### config.mk
export PLATFORM = sky130hd
export DESIGN_NAME = asrm_gpio_irq
export DESIGN_NICKNAME = d
export VERILOG_FILES = /design/src/rtl/asrm_gpio_pkg.sv /design/src/rtl/asrm_gpio_edge.sv /design/src/rtl/asrm_gpio_irq.sv
export SDC_FILE = /design/constraint.sdc
export NUM_CORES = 1
export LEC_CHECK = 0
export CAP_MARGIN = 20
export CORE_MARGIN = 4
export CORE_UTILIZATION = 50
export DETAILED_ROUTE_END_ITERATION = 12
export PLACE_DENSITY = 0.81
export REMOVE_ABC_BUFFERS = 1
export SETUP_SLACK_MARGIN = 0.15
export SLEW_MARGIN = 5
export SYNTH_ARGS = -nofsm -noshare
export SYNTH_HDL_FRONTEND = slang
export SYNTH_SLANG_ARGS = --single-unit
### constraint.sdc
create_clock -name clk -period 7 [get_ports clk]
set_clock_uncertainty 0.2 [all_clocks]
set_input_delay 1.75 -clock clk [delete_from_list [all_inputs] [get_ports clk]]
set_output_delay 1.75 -clock clk [all_outputs]
set_load 0.01 [all_outputs]
### src/rtl/asrm_gpio_pkg.sv
// Shared definitions for the asrm GPIO peripheral: register block indices
// and the words-per-block helper.
package asrm_gpio_pkg;

    localparam int BLK_GPI     = 0;
    localparam int BLK_GPO     = 1;
    localparam int BLK_IRQ_EN  = 2;
    localparam int BLK_RISE_EN = 3;
    localparam int BLK_FALL_EN = 4;
    localparam int BLK_FLAG    = 5;
    localparam int NUM_BLOCKS  = 6;

    // Bus words needed to cover all pins of one register block.
    function automatic int num_words(input int gpio_width, input int wordsize);
        return (gpio_width + wordsize - 1) / wordsize;
    endfunction

endpackage

### src/rtl/asrm_gpio_edge.sv
// Input synchroniser, edge detection and sticky interrupt flags.
// Set has priority over a simultaneous write-1-to-clear.
module asrm_gpio_edge #(
    parameter int width = 16
) (
    input  logic             clk,
    input  logic             reset,
    input  logic [width-1:0] gpi,
    input  logic [width-1:0] rise_en,
    input  logic [width-1:0] fall_en,
    input  logic [width-1:0] clear_mask,
    output logic [width-1:0] sync_val,
    output logic [width-1:0] flag
);

    logic [width-1:0] s1_reg;
    logic [width-1:0] s2_reg;
    logic [width-1:0] prev_reg;
    logic [width-1:0] flag_reg;
    logic [width-1:0] rise;
    logic [width-1:0] fall;

    assign rise = s2_reg & ~prev_reg & rise_en;
    assign fall = ~s2_reg & prev_reg & fall_en;

    always_ff @(posedge clk or posedge reset) begin
        if (reset) begin
            s1_reg   <= '0;
            s2_reg   <= '0;
            prev_reg <= '0;
            flag_reg <= '0;
        end else begin
            s1_reg   <= gpi;
            s2_reg   <= s1_reg;
            prev_reg <= s2_reg;
            flag_reg <= (flag_reg & ~clear_mask) | rise | fall;
        end
    end

    assign sync_val = s2_reg;
    assign flag     = flag_reg;

endmodule

### src/rtl/asrm_gpio_irq.sv
// Memory-mapped GPIO with edge-triggered sticky interrupt flags.
// Six register blocks of N bus words each; read data is 0 when not hit.
module asrm_gpio_irq
    import asrm_gpio_pkg::*;
#(
    parameter int wordsize       = 8,
    parameter int base_addr_size = 7,
    parameter int base_addr      = 0,
    parameter int gpio_width     = 16
) (
    input  logic                      clk,
    input  logic                      reset,
    input  logic                      enable,
    input  logic [base_addr_size-1:0] addr,
    input  logic                      write_en,
    input  logic [wordsize-1:0]       data_in,
    output logic [wordsize-1:0]       data_out,
    input  logic [gpio_width-1:0]     gpi,
    output logic [gpio_width-1:0]     gpo,
    output logic                      irq
);

    localparam int N        = num_words(gpio_width, wordsize);
    localparam int PW       = N * wordsize;
    localparam int NUM_REGS = NUM_BLOCKS * N;

    // Extra MSB catches the borrow when addr is below base_addr.
    logic [base_addr_size:0] idx_ext;
    logic [31:0]             idx;
    logic                    hit;
    logic                    wr_hit;

    assign idx_ext = {1'b0, addr} - (base_addr_size + 1)'(base_addr);
    assign idx     = 32'(idx_ext[base_addr_size-1:0]);
    assign hit     = enable && !idx_ext[base_addr_size] && (idx < 32'(NUM_REGS));
    assign wr_hit  = hit && write_en;

    logic [gpio_width-1:0] wdata_pins;
    logic [gpio_width-1:0] gpo_sel;
    logic [gpio_width-1:0] irq_en_sel;
    logic [gpio_width-1:0] rise_en_sel;
    logic [gpio_width-1:0] fall_en_sel;
    logic [gpio_width-1:0] flag_sel;

    genvar gi;
    generate
        for (gi = 0; gi < gpio_width; gi++) begin : g_pin
            localparam int WORD = gi / wordsize;
            assign wdata_pins[gi]  = data_in[gi % wordsize];
            assign gpo_sel[gi]     = wr_hit && (idx == 32'(BLK_GPO     * N + WORD));
            assign irq_en_sel[gi]  = wr_hit && (idx == 32'(BLK_IRQ_EN  * N + WORD));
            assign rise_en_sel[gi] = wr_hit && (idx == 32'(BLK_RISE_EN * N + WORD));
            assign fall_en_sel[gi] = wr_hit && (idx == 32'(BLK_FALL_EN * N + WORD));
            assign flag_sel[gi]    = wr_hit && (idx == 32'(BLK_FLAG    * N + WORD));
        end
    endgenerate

    logic [gpio_width-1:0] gpo_reg;
    logic [gpio_width-1:0] irq_en_reg;
    logic [gpio_width-1:0] rise_en_reg;
    logic [gpio_width-1:0] fall_en_reg;

    always_ff @(posedge clk or posedge reset) begin
        if (reset) begin
            gpo_reg     <= '0;
            irq_en_reg  <= '0;
            rise_en_reg <= '0;
            fall_en_reg <= '0;
        end else begin
            gpo_reg     <= (gpo_reg     & ~gpo_sel)     | (wdata_pins & gpo_sel);
            irq_en_reg  <= (irq_en_reg  & ~irq_en_sel)  | (wdata_pins & irq_en_sel);
            rise_en_reg <= (rise_en_reg & ~rise_en_sel) | (wdata_pins & rise_en_sel);
            fall_en_reg <= (fall_en_reg & ~fall_en_sel) | (wdata_pins & fall_en_sel);
        end
    end

    logic [gpio_width-1:0] sync_val;
    logic [gpio_width-1:0] flag;

    asrm_gpio_edge #(
        .width(gpio_width)
    ) u_edge (
        .clk       (clk),
        .reset     (reset),
        .gpi       (gpi),
        .rise_en   (rise_en_reg),
        .fall_en   (fall_en_reg),
        .clear_mask(wdata_pins & flag_sel),
        .sync_val  (sync_val),
        .flag      (flag)
    );

    assign gpo = gpo_reg;
    assign irq = |(flag & irq_en_reg);

    // Zero-padded view of every block so bits past gpio_width read as 0.
    logic [PW-1:0] blk [NUM_BLOCKS];

    always_comb begin
        for (int b = 0; b < NUM_BLOCKS; b++) begin
            blk[b] = '0;
        end
        blk[BLK_GPI][gpio_width-1:0]     = sync_val;
        blk[BLK_GPO][gpio_width-1:0]     = gpo_reg;
        blk[BLK_IRQ_EN][gpio_width-1:0]  = irq_en_reg;
        blk[BLK_RISE_EN][gpio_width-1:0] = rise_en_reg;
        blk[BLK_FALL_EN][gpio_width-1:0] = fall_en_reg;
        blk[BLK_FLAG][gpio_width-1:0]    = flag;
    end

    always_comb begin
        data_out = '0;
        for (int b = 0; b < NUM_BLOCKS; b++) begin
            for (int i = 0; i < N; i++) begin
                if (hit && (idx == 32'(b * N + i))) begin
                    data_out = blk[b][i*wordsize +: wordsize];
                end
            end
        end
    end

endmodule

* After elaboration in Yosys (flattened, before gate mapping)
Cells that the tools add are included.
** Word-level totals
- Register bits after elaboration :: 128
- Word-level logic and storage cells :: 86
** Cells by class
- Order comparisons :: 1
- Eq/ne operators :: 11
- Multiplexer cells :: 12
- Bitwise logic cells :: 28
- Reduce and logical (&&, ||, !) cells :: 26
** Operators with widths (count)
- $and 16x16->16 :: 15
- $not 16->16 :: 7
- $mux 8 :: 12
- $or 16x16->16 :: 6
- $logic_not 32->1 :: 1
- $eq 7x3->1 const B :: 4
- $eq 7x4->1 const B :: 4
- $logic_and 1x1->1 :: 24
- $reduce_or 16->1 :: 1
- $eq 7x2->1 const B :: 2
- $eq 7x1->1 const B :: 1
- $lt 7x4->1 const B :: 1

* Depth between registers and ports, before layout
Gate-level depths: netlist of the first run.
- Depth in word-level cells :: 15
- Mapped depth :: 7
- Gate-level depth less buffers :: 4

* Modules after synthesis
From an unflattened synthesis of the first run, not the netlist that was laid out.
** Second synthesis, totals
- Cells, all modules :: 433
- Area total of the unflattened synthesis :: 5729.2 um2
** By module, submodules not included
- asrm_gpio_irq :: instances 1, cells each 304, area an instance 3649.8 um2, seq. area each 1601.5 um2
- asrm_gpio_edge :: instances 1, cells each 129, area an instance 2079.5 um2, seq. area each 1601.5 um2

* Worst setup path before layout of the first run
No wires, ideal clock.
- Kind :: input to output
- From :: in addr[6]
- To :: out data_out[0]
- Arrival time :: 3205 ps
- Required time :: 5050 ps
- Setup slack :: 1845 ps
- Cell stages on the path :: 5
- Cell sequence :: or4b_1 -> buf_4 -> or3_1 -> buf_6 -> o21ai_0
** Between the ends
- Cells in the longest elaborated chain, start to end :: 15
- Elaborated cells between the ends (all ways) :: 38
- Classes of those cells :: order compare: 1; eq/ne: 11; mux: 12; reduce/logical: 14
** RTL lines
- start, declared :: line asrm_gpio_irq.sv:14 : input logic [base_addr_size-1:0] addr,
- $lt 7x4->1 :: line asrm_gpio_irq.sv:35 : assign hit = enable && !idx_ext[base_addr_size] && (idx < 32'(NUM_REGS));
- $logic_and 1x1->1 :: line asrm_gpio_irq.sv:35
- $logic_and 1x1->1 :: line asrm_gpio_irq.sv:115 : if (hit && (idx == 32'(b * N + i))) begin
- $mux 8 (11 in a row) :: line asrm_gpio_irq.sv:115
- $mux 8 (*) :: line asrm_gpio_irq.sv:115
- end, declared :: line asrm_gpio_irq.sv:17 : output logic [wordsize-1:0] data_out,
Every way passes the cells marked *; elsewhere a longest branch is shown, timed or not.

* Worst setup path after layout of the first run
Same ends and word-level chain as after synthesis.

==> results_dict.tcl, run 1 <==
set metrics [dict create \
    yosys.area.top_type "dfrtp_1" \
    cts_tree "yes" \
    seqCellArea_um2 3200 \
    ios 60 \
    critPathCaptureType "output port" \
    post-route-period-util 0.933 \
    relSlewSlack 0.243 \
    hold_depth 0 \
    ctsResizeCount 0 \
    track_usage 0.215 \
    ys_types 44 \
    fin_nets 500 \
    power_density_nw_per_um2 276 \
    cts_made_buffers 17 \
    cp_data_arrival_time_ns 4.58 \
    leakage_nw 3.07 \
    yosys-top-cells-area "dfrtp_1 (58%), mux2_2 (12%), mux4_2 (6.1%)" \
    drive_gt1_frac 0.276 \
    finalSetupViolCount 0 \
    timing.fmax_mhz 153 \
    synth_edf_count 0 \
    grt_first_pass_wirelength_mm 20.7 \
    cts_sinks 128 \
    fin_area_um2 6850 \
    viasPerCell 5.84 \
    ys.flop_type "dfrtp_1" \
    nFillCells 805 \
    crit_type "primary input to output port" \
    grt_max_degree 81 \
    clk_latency_ns 0.53 \
    ff2ff_path_depth 3 \
    drv_slew 0 \
    initial_core_util 0.510 \
    worst_slew_pin_slew_ns 1.13 \
    synthCells 398 \
    clockBufferDepth 2 \
    area_delta_synth_final_pct 24.4 \
    multi_input_area_um2 2150 \
    die_x_um 113 \
    reg2reg_to "u_edge.flag[12]$_DFF_PP0_" \
    holdPathEnd "u_edge.sync_val[13]$_DFF_PP0_" \
    yosysSeqAreaShare 0.582 \
    path_clk_slew_ns 0.06 \
    cts_root_buffer "clkbuf_8" \
    avgRoutedWirePerCell_um 20.6 \
    crit_required_ns 5.05 \
    cap_viol_max_count 0 \
    r2r_start "u_edge.sync_val[12]$_DFF_PP0_" \
    r2r_setup_slack_ns 5.88 \
    drtAntennaViolNets 0 \
    vias 3607 \
    synth_area_um2 5500 \
    synth.most_common_cell "dfrtp_1" \
    post_cts_buffers 0 \
    synth_seq_cells 128 \
    diodes 0 \
    die_h_um 113 \
    coreArea_um2 10800 \
    yosysTopAreaCellShare 0.582 \
    outcome "finished clean" \
    route.detailed.drc 0 \
    period_needed_ns 6.53 \
    place_hpwl_mm 8.22 \
    cts_max_level 4 \
    yosys_warnings 0 \
    setup_tns_ns 0 \
    hold_buffers 0 \
    antenna_found_initial 0 \
    drtPass1Iterations 4 \
    placed_cell_area_um2 6220 \
    synth.avg_cell_area_um2 13.8 \
    hold_violations 0 \
    place_congestion 0.856 \
    postRouteWirelength_mm 12.7 \
    cp_max_fo 7 \
    hp-start "u_edge.s1_reg[13]$_DFF_PP0_" \
    ir_drop_v 0.000275 \
    cp-start-kind "primary input" \
    hp-class "flop to flop" \
    portBuffers 59 \
    first_iter_violations 299 \
    synth_common_cells "dfrtp_1 (128), mux2_2 (59), nand2_1 (39), o21ai_0 (24), mux4_2 (15)" \
    grt_setup_unrepaired "no" \
    num_rows 38 \
    grt-ovfl-total 0 \
    grt_pass1_vias 3873 \
    dieArea_um2 12800 \
    async_reset_ff_frac 1.00 \
]
==> cells by family after synthesis <==
family / share of synthesized area
DFF: 0.582
AOI/OAI and AO/OA: 0.0837
and+or+nand+nor: 0.0812
muxes: 0.226
buffers and inverters: 0.0275
==> layout make-up <==
cell class | count | share of cell area
inverter | 13 | 0.00749
timing repair buffer | 67 | 0.0972
clock buffer | 19 | 0.0630
sequential | 128 | 0.468
clock inverter | 13 | 0.0252
multi-input combinational | 238 | 0.314
tap | 140 | 0.0256
==> through the flow <==
stage                     hold WS [ns]  instances  power, mW   util  setup WS [ns]
final                            0.147        618       1.89  0.635          0.471
after global placement           0.132        585      0.993  0.576          0.558
after global routing             0.152        618       1.96  0.635          0.419
after floorplan                  0.131        379      0.920      -           1.64
after detailed placement         0.135        585       1.00  0.576          0.519
after CTS                        0.148        617       1.90  0.632          0.500
==> layout by cell type, fill, tap and decap left out, types with 7 or more instances in the layout <==
cell and count:
nand2_1 39, clkdlybuf4s50_1 58, o21ai_0 24, mux2_2 59, nand3b_1 8, inv_1 12
mux4_2 15, mux2i_1 12, buf_4 7, dfrtp_1 128, nor2_1 9, mux2_4 8
a21o_1 8, clkbuf_16 16, o221ai_1 8
==> worst max-delay path: stages <==
cell	delay, ns
clkdlybuf4s50_1	0.43
or4b_1	0.73
or3_1	0.66
o21ai_0	0.40
clkdlybuf4s50_1	0.61
==> layer usage <==
metal  vias up  global-route usage  wire length (um)
li1       1596                   -                 -
met1      1854               0.285              5210
met2       141               0.328              6340
met3        16              0.0578               984
met4         0               0.107               172
met5         -                   0                 0
==> worst max path at each step <==
stage                       start                         end  slack, ns  cells after the start
after CTS                 addr[6]                 data_out[2]       0.50                      5
final                     addr[6]                 data_out[0]       0.47                      5
after global placement    addr[6]                 data_out[0]       0.56                      5
after floorplan             reset  asynchronous set/reset pin       1.64                      1
after global routing      addr[6]                 data_out[2]       0.42                      5
after detailed placement  addr[6]                 data_out[2]       0.52                      5
==> power breakdown <==
part	leakage (nW)	switching, mW	total (mW)	internal, mW
combinational	1.17	0.0681	0.154	0.0862
sequential	1.60	0.0433	0.836	0.793
clock	0.295	0.338	0.897	0.559
total	3.07	0.450	1.89	1.44
(Power assumes the default switching activity.)
==> run 2: changes to the inputs <==
--- a/config.mk
+++ b/config.mk
@@ -7,2 +7,3 @@
 export LEC_CHECK = 0
+export ABC_CLOCK_PERIOD_IN_PS = 7000
 export CAP_MARGIN = 20
@@ -14,2 +15,3 @@
 export SETUP_SLACK_MARGIN = 0.15
+export SKIP_LAST_GASP = 1
 export SLEW_MARGIN = 5
==> constraint.sdc (replaced) <==
create_clock -name clk -period 7 [get_ports clk]
set_clock_uncertainty 0.2 [all_clocks]
set_input_delay 1.4 -clock clk [delete_from_list [all_inputs] [get_ports clk]]
set_output_delay 1.4 -clock clk [all_outputs]
set_load 0.01 [all_outputs]
==> results_dict.tcl, run 2 (synthesis gave the netlist of run 1 again) <==
set metrics [dict create \
    postRouteWirelength_mm 12.8 \
    critPathCaptureType "output port" \
    grt_pass1_vias 3889 \
    crit_top_cell "clkdlybuf4s50_1" \
    hp-class "flop to flop" \
    first_iter_violations 265 \
    die_x_um 113 \
    clk_latency_ns 0.53 \
    worst_slew_pin_slew_ns 1.08 \
    drtAntennaViolNets 0 \
    track_usage 0.212 \
    cp.buffers_inverters 2 \
    grt-ovfl-total 0 \
    cp-start-kind "primary input" \
    path_cells "clkdlybuf4s50_1, or4b_1, or3_1, o21ai_0, clkdlybuf4s50_1" \
    gr-usage-met1 0.283 \
    coreArea_um2 10800 \
    relSlewSlack 0.272 \
    cap_viol_max_count 0 \
    drtPass1Iterations 4 \
    cp_max_fo 7 \
    grt_max_degree 85 \
    cts_sinks 128 \
    initial_core_util 0.510 \
    portBuffers 59 \
    period_needed_ns 5.81 \
    hold_buffers 0 \
    place_congestion 0.845 \
    post_cts_buffers 0 \
    drive_gt1_frac 0.272 \
    cts_made_buffers 17 \
    met3_usage 0.0524 \
    hold_violations 0 \
    ir_drop_v 0.000189 \
    cts_max_level 4 \
    crit_family "simple AND/OR/NAND/NOR gates" \
    antenna_found_initial 0 \
    setup_tns_ns 0 \
    outcome "finished clean" \
    grt_use_met2 0.325 \
    final_cell_mix "dfrtp_1 (128), mux2_2 (59), clkdlybuf4s50_1 (58)" \
    vias 3604 \
    finalSetupViolCount 0 \
    ctsResizeCount 0 \
    diodes 0 \
    ios 60 \
    area_delta_synth_final_pct 23.5 \
    die_h_um 113 \
    hold_slack_ns 0.147 \
    fin_nets 497 \
    final_common_cell "dfrtp_1" \
    num_rows 38 \
    dieArea_um2 12800 \
    post-route-period-util 0.830 \
    avgRoutedWirePerCell_um 20.8 \
    power_density_nw_per_um2 272 \
    cts_tree "yes" \
    post-route-util 0.630 \
    placed_cell_area_um2 6190 \
    fin_area_um2 6800 \
    crit_required_ns 5.40 \
    clockBufferDepth 2 \
    grt_busiest_layer "met2" \
    drv_slew 0 \
    critPathMaxStageDelay_ns 0.72 \
    route.detailed.drc 0 \
    path_clk_slew_ns 0.06 \
    viasPerCell 5.86 \
    crit_type "primary input to output port" \
    cp_slowest_cell "or4b_1" \
    cts_root_buffer "clkbuf_8" \
    leakage_nw 3.04 \
    grt_setup_unrepaired "no" \
    grt_first_pass_wirelength_mm 20.6 \
    cp_data_arrival_time_ns 4.21 \
    timing.fmax_mhz 172 \
    r2r_setup_slack_ns 5.86 \
    place_hpwl_mm 8.10 \
]
[run 2: per-stage QoR]
stage	total power, mW	setup WS [ns]	cells
2_1_floorplan	0.920	1.99	379
3_5_place_dp	1.00	1.25	582
4_1_cts	1.86	1.24	614
6_report	1.85	1.19	615
5_1_grt	1.91	1.14	615
3_3_place_gp	0.991	1.26	582
[run 2: report_power, final]
part           internal, mW  switching [mW]
clock                 0.512           0.345
combinational        0.0853          0.0684
sequential            0.793          0.0451
[run 2: per-layer routing]
layer,vias to the layer above,part of all wire
li1,1587,-
met1,1855,0.43
met2,144,0.48
met3,18,0.073
met4,0,0.017
met5,-,0
[run 2: path summary, 6_finish.rpt]
check / start / end / cells past startpoint
hold reg to reg: u_edge.s1_reg[10]$_DFF_PP0_ / u_edge.sync_val[10]$_DFF_PP0_ / 0
min in group asynchronous: reset / u_edge.s1_reg[3]$_DFF_PP0_ / 2
hold / removal: u_edge.s1_reg[10]$_DFF_PP0_ / u_edge.sync_val[10]$_DFF_PP0_ / 0
setup / recovery: addr[6] / data_out[6] / 5
setup reg to reg: u_edge.sync_val[12]$_DFF_PP0_ / u_edge.flag[12]$_DFF_PP0_ / 3
max in group asynchronous: reset / u_edge.s1_reg[12]$_DFF_PP0_ / 3
[run 2: area by class of cell]
cell class / instances / area, um^2
tap: 140 / 175
fill: 775 / 4000
inverter: 13 / 51.3
clock buffer: 18 / 418
clock inverter: 14 / 158
multi-input combinational: 238 / 2150
sequential: 128 / 3200
timing repair buffer: 64 / 643
==> run 3: changes to the inputs <==
ABC_CLOCK_PERIOD_IN_PS = 5800   (was 7000)
clock period = 5.8 ns   (was 7 ns; I/O delays follow)
==> results_dict.tcl, run 3 (synthesis gave the netlist of run 1 again) <==
set metrics [dict create \
    ir_drop_v 0.000206 \
    fin_nets 497 \
    grt-ovfl-total 0 \
    cp_data_arrival_time_ns 3.96 \
    crit_family "simple AND/OR/NAND/NOR gates" \
    multi_input_area_um2 2150 \
    viasPerCell 5.87 \
    cts_made_buffers 17 \
    first_iter_violations 224 \
    nFillCells 808 \
    cap_viol_max_count 0 \
    cts_root_buffer "clkbuf_8" \
    ios 60 \
    grt_pass1_vias 3904 \
    ctsResizeCount 0 \
    relSlewSlack 0.241 \
    path_cells "clkdlybuf4s50_1, or4b_1, or3_1, o21ai_0, clkdlybuf4s50_1" \
    place_congestion 0.862 \
    avgRoutedWirePerCell_um 20.6 \
    fin_area_um2 6780 \
    portBuffers 59 \
    dieArea_um2 12800 \
    leakage_nw 3.04 \
    setup_tns_ns 0 \
    cp_max_fo 7 \
    vias 3610 \
    period_needed_ns 5.32 \
    coreArea_um2 10800 \
    postRouteWirelength_mm 12.7 \
    hold_violations 0 \
    drive_gt1_frac 0.272 \
    path_clk_slew_ns 0.06 \
    hp-class "flop to flop" \
    final_common_cell "dfrtp_1" \
    die_h_um 113 \
    cts_max_level 4 \
    grt_first_pass_wirelength_mm 20.6 \
    drtAntennaViolNets 0 \
    post_cts_buffers 0 \
    antenna_found_initial 0 \
    cp.buffers_inverters 2 \
    timing.fmax_mhz 188 \
    cts_tree "yes" \
    drv_slew 0 \
    outcome "finished clean" \
    track_usage 0.214 \
    die_x_um 113 \
    place_hpwl_mm 8.27 \
    hold_buffers 0 \
    drtPass1Iterations 5 \
    critPathCaptureType "output port" \
    placed_cell_area_um2 6200 \
    cts_sinks 128 \
    finalSetupViolCount 0 \
    crit_type "primary input to output port" \
    grt_max_degree 50 \
    clockBufferDepth 2 \
    critPathMaxStageDelay_ns 0.72 \
    grt_setup_unrepaired "no" \
    crit_top_cell "clkdlybuf4s50_1" \
    final_cell_mix "dfrtp_1 (128), mux2_2 (59), clkdlybuf4s50_1 (58)" \
    total_power_mw 2.22 \
    area_delta_synth_final_pct 23.1 \
    clk_latency_ns 0.53 \
    post-route-period-util 0.917 \
    seqCellArea_um2 3200 \
    initial_core_util 0.510 \
    cp-start-kind "primary input" \
    diodes 0 \
    power_density_nw_per_um2 327 \
    worst_slew_pin_slew_ns 1.13 \
    cp_slowest_cell "or4b_1" \
    crit_required_ns 4.44 \
    route.detailed.drc 0 \
    num_rows 38 \
]
## run 3: final cells by class
cell class                      count  share of cell area
Clock buffer                       18              0.0617
Clock inverter                     14              0.0233
Inverter                           13             0.00757
Multi-Input combinational cell    238               0.317
Sequential cell                   128               0.473
Tap cell                          140              0.0258
Timing Repair Buffer               64              0.0919
## run 3: per-stage QoR
step	hold WS [ns]	instances	utilization	setup WS, ns
6_report	0.147	615	0.628	0.482
3_5_place_dp	0.135	583	0.575	0.520
2_1_floorplan	0.131	379	-	1.03
5_1_grt	0.153	615	0.628	0.439
3_3_place_gp	0.133	583	0.575	0.545
4_1_cts	0.149	615	0.628	0.502
## run 3: metal layers
metal  vias up  part of all wire  track usage
met5         -                 0            0
met4         0             0.025        0.102
met3        30             0.080       0.0663
met2       143              0.48        0.329
met1      1834              0.41        0.279
li1       1603                 -            -
## run 3: where the power goes
| group | switching [mW] | leakage [nW] | internal [mW] |
|---|---|---|---|
| logic | 0.0811 | 1.15 | 0.101 |
| clock network | 0.408 | 0.278 | 0.619 |
| registers | 0.0533 | 1.60 | 0.957 |
| total | 0.542 | 3.04 | 1.68 |
## run 3: path summary, 6_finish.rpt
| check | start | to | slack (ns) | cells past startpoint |
|---|---|---|---|---|
| max | addr[6] | data_out[6] | 0.48 | 5 |
| min in group asynchronous | reset | asynchronous set/reset pin | 0.78 | 2 |
| max reg2reg | u_edge.sync_val[12]$_DFF_PP0_ | u_edge.flag[12]$_DFF_PP0_ | 4.69 | 3 |
| max in group asynchronous | reset | u_edge.sync_val[4]$_DFF_PP0_ | 3.67 | 3 |
| min reg2reg | u_edge.s1_reg[2]$_DFF_PP0_ | u_edge.sync_val[2]$_DFF_PP0_ | 0.15 | 0 |
| min | u_edge.s1_reg[2]$_DFF_PP0_ | u_edge.sync_val[2]$_DFF_PP0_ | 0.15 | 0 |
